<file path="src/rtl/timer_scheduler.sv">
// -----------------------------------------------------------------------------
// timer_scheduler
//
// One shared seconds countdown timer, time-multiplexed between three
// requesters (0 = anti-theft FSM, 1 = fuel-pump lockout, 2 = siren cadence).
// A requester holds its req bit high for as long as it wants the timer. The
// winner's countdown length is captured only at the grant edge. When the
// countdown runs out, the owner receives a one-cycle expired pulse. If the
// owner drops req before then, the countdown aborts and no pulse is issued.
//
// Build option:
//   TIMER_SCHED_RR_EN  defined   -> round-robin arbitration between requesters
//                      undefined -> fixed priority, bit 0 > bit 1 > bit 2
//
// Parameters:
//   CLK_HZ       clock cycles per 1 Hz tick (minimum 2)
//
// Ports:
//   clock        system clock; all logic runs on the rising edge
//   systemReset  synchronous reset, active low
//   req[2:0]     level request, one bit per requester
//   value0..2    countdown length in seconds for each requester
//   grant[2:0]   one-hot owner of the timer; zero when idle
//   expired[2:0] one-cycle one-hot pulse to the owner on completion
//   tick1Hz      one-cycle pulse per elapsed second of a countdown
//   remaining    seconds left for the current owner; zero when idle
//   busy         high while a countdown is running
//
// Every output comes straight from a flop. There is no combinational path
// from req or value* to any output.
// -----------------------------------------------------------------------------
module timer_scheduler #(
    parameter int CLK_HZ = 50000000
) (
    input  logic       clock,
    input  logic       systemReset,
    input  logic [2:0] req,
    input  logic [3:0] value0,
    input  logic [3:0] value1,
    input  logic [3:0] value2,
    output logic [2:0] grant,
    output logic [2:0] expired,
    output logic       tick1Hz,
    output logic [3:0] remaining,
    output logic       busy
);

    localparam int PW = (CLK_HZ > 2) ? $clog2(CLK_HZ) : 1;
    localparam logic [PW-1:0] PRESC_MAX = PW'(CLK_HZ - 1);

    typedef enum logic [1:0] {
        ST_IDLE,
        ST_RUN,
        ST_DONE
    } state_t;

    state_t        state_q, state_d;
    logic [2:0]    grant_q, grant_d;
    logic [2:0]    expired_q, expired_d;
    logic          tick_q, tick_d;
    logic [3:0]    remaining_q, remaining_d;
    logic          busy_q, busy_d;
    logic [PW-1:0] presc_q, presc_d;

    // -------------------------------------------------------------------------
    // Winner selection (one-hot) from the current requests
    // -------------------------------------------------------------------------
    logic [2:0] win;

`ifdef TIMER_SCHED_RR_EN
    // ptr_q is the first requester looked at in the next search. It is
    // updated only when a grant is actually issued.
    logic [1:0] ptr_q, ptr_d;
    logic [1:0] win_idx;

    always_comb begin
        logic [2:0] idx;
        win     = 3'b000;
        win_idx = 2'd0;
        idx     = 3'd0;
        // Walk from the farthest candidate to the nearest one, so the
        // nearest requesting bit is the one that remains in win.
        for (int k = 2; k >= 0; k--) begin
            idx = {1'b0, ptr_q} + 3'(k);
            if (idx >= 3'd3) begin
                idx = idx - 3'd3;
            end
            if (req[idx[1:0]]) begin
                win     = 3'b001 << idx[1:0];
                win_idx = idx[1:0];
            end
        end
    end

    always_comb begin
        ptr_d = ptr_q;
        if (state_q == ST_IDLE && req != 3'b000) begin
            ptr_d = (win_idx == 2'd2) ? 2'd0 : win_idx + 2'd1;
        end
    end

    always_ff @(posedge clock) begin
        if (!systemReset) begin
            ptr_q <= 2'd0;
        end else begin
            ptr_q <= ptr_d;
        end
    end
`else
    always_comb begin
        win = 3'b000;
        if (req[0]) begin
            win = 3'b001;
        end else if (req[1]) begin
            win = 3'b010;
        end else if (req[2]) begin
            win = 3'b100;
        end
    end
`endif

    // -------------------------------------------------------------------------
    // Countdown length of the winner (AND-OR mux on the one-hot win vector)
    // -------------------------------------------------------------------------
    logic [3:0] value_arr [3];
    logic [3:0] value_masked [3];
    logic [3:0] win_value;

    assign value_arr[0] = value0;
    assign value_arr[1] = value1;
    assign value_arr[2] = value2;

    generate
        for (genvar gi = 0; gi < 3; gi++) begin : g_value_mask
            assign value_masked[gi] = value_arr[gi] & {4{win[gi]}};
        end
    endgenerate

    assign win_value = value_masked[0] | value_masked[1] | value_masked[2];

    // -------------------------------------------------------------------------
    // Next-state logic
    // -------------------------------------------------------------------------
    always_comb begin
        state_d     = state_q;
        grant_d     = grant_q;
        expired_d   = 3'b000;
        tick_d      = 1'b0;
        remaining_d = remaining_q;
        busy_d      = busy_q;
        presc_d     = presc_q;

        case (state_q)
            ST_IDLE: begin
                if (req != 3'b000) begin
                    state_d     = ST_RUN;
                    grant_d     = win;
                    remaining_d = win_value;
                    presc_d     = '0;
                    busy_d      = 1'b1;
                end
            end

            ST_RUN: begin
                if ((req & grant_q) == 3'b000) begin
                    // The owner released the timer. An abort takes priority
                    // over an expiry in the same cycle, so no pulse is issued.
                    state_d     = ST_IDLE;
                    grant_d     = 3'b000;
                    remaining_d = 4'd0;
                    presc_d     = '0;
                    busy_d      = 1'b0;
                end else if (remaining_q == 4'd0) begin
                    // A zero-length request expires immediately, without a tick.
                    state_d   = ST_DONE;
                    expired_d = grant_q;
                    grant_d   = 3'b000;
                    presc_d   = '0;
                    busy_d    = 1'b0;
                end else if (presc_q == PRESC_MAX) begin
                    tick_d  = 1'b1;
                    presc_d = '0;
                    if (remaining_q == 4'd1) begin
                        state_d     = ST_DONE;
                        expired_d   = grant_q;
                        grant_d     = 3'b000;
                        remaining_d = 4'd0;
                        busy_d      = 1'b0;
                    end else begin
                        remaining_d = remaining_q - 4'd1;
                    end
                end else begin
                    presc_d = presc_q + 1'b1;
                end
            end

            ST_DONE: begin
                state_d = ST_IDLE;
                grant_d = 3'b000;
                busy_d  = 1'b0;
            end

            default: begin
                state_d     = ST_IDLE;
                grant_d     = 3'b000;
                remaining_d = 4'd0;
                presc_d     = '0;
                busy_d      = 1'b0;
            end
        endcase
    end

    // -------------------------------------------------------------------------
    // State and output registers
    // -------------------------------------------------------------------------
    always_ff @(posedge clock) begin
        if (!systemReset) begin
            state_q     <= ST_IDLE;
            grant_q     <= 3'b000;
            expired_q   <= 3'b000;
            tick_q      <= 1'b0;
            remaining_q <= 4'd0;
            busy_q      <= 1'b0;
            presc_q     <= '0;
        end else begin
            state_q     <= state_d;
            grant_q     <= grant_d;
            expired_q   <= expired_d;
            tick_q      <= tick_d;
            remaining_q <= remaining_d;
            busy_q      <= busy_d;
            presc_q     <= presc_d;
        end
    end

    assign grant     = grant_q;
    assign expired   = expired_q;
    assign tick1Hz   = tick_q;
    assign remaining = remaining_q;
    assign busy      = busy_q;

endmodule

</file>
<file path="config.mk">
export PLATFORM = sky130hd
export DESIGN_NAME = timer_scheduler
export DESIGN_NICKNAME = d
export VERILOG_FILES = /design/src/rtl/timer_scheduler.sv
export SDC_FILE = /design/constraint.sdc
export NUM_CORES = 1
export LEC_CHECK = 0
export ABC_CLOCK_PERIOD_IN_PS = 2000
export CAP_MARGIN = 20
export CORE_MARGIN = 5
export CORE_UTILIZATION = 40
export DETAILED_ROUTE_END_ITERATION = 8
export PLACE_DENSITY = 0.72
export SLEW_MARGIN = 20
export SYNTH_ARGS = -nofsm -noshare
export SYNTH_HDL_FRONTEND = slang
export SYNTH_SLANG_ARGS = --single-unit
</file>
<file path="constraint.sdc">
create_clock -name clock -period 2 [get_ports clock]
set_input_delay 0.4 -clock clock [delete_from_list [all_inputs] [get_ports clock]]
set_output_delay 0.4 -clock clock [all_outputs]
set_load 0.005 [all_outputs]
</file>
==> flow_summary.yaml <==
pwr:
  clock_power_share_pct: 32.4
  p_comb_share_pct: 17.7
  p_leak_nw: 1.132
  p_sw_share_pct: 26.22
  vdd_ir_drop_max_v: 0.0002228
  p_int_mw: 1.194
  seqPwrFrac_pct: 49.9
  powerDensity_nw_per_um2: 535.2
  p_sw_mw: 0.4242
layout:
  antenna_cells: 0
  nets: 353
  area_growth_pct: 37.35
  drive_above_1_share_pct: 23.95
  fin_util_pct: 55.58
synthesis:
  ys_top_cells_by_area: "dfxtp_1, a21oi_1, nand2_1, nand3_1, nor2_1"
  ys_top_cells_by_count: "dfxtp_1, nand2_1, a21oi_1"
  synth_cells: 269
  avgSynthCellArea_um2: 8.182
  ys_warn_count: 0
  ys_seq_elements: 39
  ys_seq_area_share_pct: 35.47
  synth_async_sr_flop_share_pct: 0
  synth_area_um2: 2201
  synth_edf_count: 0
  synth_largest_area_cell: "dfxtp_1"
  synth_most_common_cell: "dfxtp_1"
  ys_types: 55
  synth_top_area_share_pct: 35.47
  syn_nets: 289
  synthFlopType: "dfxtp_1"
die:
  die_w_um: 84.18
  start_util_pct: 40.46
  num_io_pins: 29
  fp.coreArea_um2: 5439
  die-area_um2: 7085
  row_count: 27
  die_h_um: 84.18
status:
  run_status: "finished with violations"
  violations: "negative setup slack"
sta:
  maxSlewViolCount: 0
  final.min_clock_period_ns: 2.033
  finalSetupViolCount: 2
  timing.final.crit_share_pct: 101.6
  fmax_mhz: 492.0
  final_hold_viol_count: 0
  worstMarginPinSlew_ns: 0.4288
  fin_worst_skew_ns: 0.006353
  setup_ws_ns: -0.03269
  grt_setup_unrepaired: "yes"
  slew_headroom_pct: 71.15
  finalSetupTns_ns: -0.03444
critical_path:
  worstPathRequired_ns: 2.22
  critPathCaptureType: "register"
  worstSetupPathType: "reg -> reg"
  critical_path_arrival_ns: 2.26
  worst-r2r-setup-slack_ns: -0.03
  worst_setup_path_start_kind: "register"
  cp_max_fo: 7
global_routing:
  antenna_found_initial: 0
  gr-total-overflow: 0
  grt_pass1_wl_mm: 9.321
  grt.total_usage_pct: 15.65
  grt_max_degree: 25
  grt_pass1_vias: 2022
clock_tree:
  h-tree-depth: 2
  cts_inserted_buffers: 5
  cts_tree: "done"
  clkLatencyLatePin_ns: 0.30
  cts.reportedPaths.clkPinSlew_ns: 0.08
  postCtsHoldBufs: 0
  clk_path_buf_depth: 2
  cts_sinks: 39
  root_buffer: "clkbuf_8"
job:
  maxCapViolCount: 0
detailed_routing:
  ant_nets: 0
  wire_per_inst_um: 14.58
  via_count: 2302
  drt_iter0_drc: 136
  drc: 0
  viasPerCell: 5.670
  drt_wl_total_mm: 5.919
  dr.pass1.iters: 4
placement:
  io_buffers: 28
  dp_hpwl_mm: 4.166
  place_congestion: 0.8443
hold_path:
  hold_class: "reg -> reg"
==> final cells by class <==
cell class | instances | area (µm²)
fillers | 479 | 2416
multi-input cells | 212 | 1391
flip-flops and latches | 39 | 783.3
repair buffers | 68 | 650.6
well taps | 72 | 90.09
clock buffers | 7 | 76.32
inverters | 7 | 26.28
clock inverters | 1 | 5.005
==> timing repair <==
item                                    4_1_cts  5_1_grt
setup buffers                                 0        2
gates cloned                                  0        2
resized for setup                             2       22
endpoints found under the setup margin        6       22
pin swaps                                     0       17
==> power by group through the flow <==
stage          logic, mW  clock network [mW]  registers [mW]
2_1_floorplan      0.115                   0           0.825
3_5_place_dp       0.254                   0           0.821
4_1_cts            0.257               0.534           0.803
3_3_place_gp       0.252                   0           0.821
5_1_grt            0.309               0.566           0.808
6_report           0.286               0.525           0.807
==> registers in the layout, summed over array words and instances, names as in the netlist <==
register / flops
presc_q: 26
remaining: 4
expired: 3
grant: 3
state_q: 2
tick1Hz: 1
==> through the flow <==
step | hold WS, ns | instances | setup slack [ns] | power (mW) | instance area [µm²]
after floorplan | 0.4334 | 269 | 0.02336 | 0.9402 | 2202
after global placement | 0.4560 | 394 | -0.3351 | 1.073 | 2791
after detailed placement | 0.4660 | 394 | -0.3128 | 1.075 | 2791
after CTS | 0.4829 | 402 | -0.02389 | 1.593 | 2877
after global routing | 0.5120 | 406 | -0.1331 | 1.683 | 3023
final | 0.4851 | 406 | -0.03269 | 1.618 | 3023
==> worst max-delay path: stages, from the launching register on <==
cell and delay [ns]:
dfxtp_2 0.34, inv_2 0.05, ha_4 0.15, nor3b_4 0.15, or4_4 0.54, a21oi_4 0.25, buf_12 0.16, buf_12 0.10
nand2_1 0.04, a31oi_1 0.16
==> cell usage in the layout (no fill, tap or decap), types with 3 or more instances in the layout <==
master / instances
a31oi_1: 11
nor2b_1: 4
or3_1: 3
o21ai_0: 10
a21oi_1: 17
and4_1: 5
dfxtp_1: 37
o211ai_1: 3
and3_1: 6
clkbuf_8: 5
dlymetal6s2s_1: 4
nand4_1: 6
nand2_1: 26
clkdlybuf4s50_1: 24
nor3_1: 12
xnor2_1: 3
and2_1: 6
buf_4: 36
inv_1: 5
a21oi_2: 8
a22oi_1: 5
o21ai_1: 3
nand3_1: 18
nor2_1: 19
==> per-layer routing <==
layer  routed length (µm)  vias up  track usage [%]
met5                    0        -                0
met3                  266        8            3.140
met4                   98        0            5.263
met1                 2730     1083            21.27
met2                 2823       67            24.75
li1                     -     1144                -
==> final timing paths <==
kind,startpoint,to,cells after the start
max,remaining[1],presc_q[17],9
max reg2reg,remaining[1],presc_q[17],9
min reg2reg,presc_q[15],presc_q[15],2
min,presc_q[15],presc_q[15],2
==> cell families (layout without fill, tap and decap cells) <==
kind of cell / after synthesis / count (layout) / synth area share (%)
AO/OA/AOI/OAI: 78 / 78 / 24.56
XOR/XNOR: 3 / 3 / 1.194
AND/OR/NAND/NOR: 127 / 127 / 31.95
flip-flops: 39 / 39 / 35.47
buffers and inverters: 18 / 83 / 4.661
multiplexers: 1 / 1 / 0.4548
adder cells (fa/ha/maj): 3 / 3 / 1.706
(Power assumes the default switching activity.)
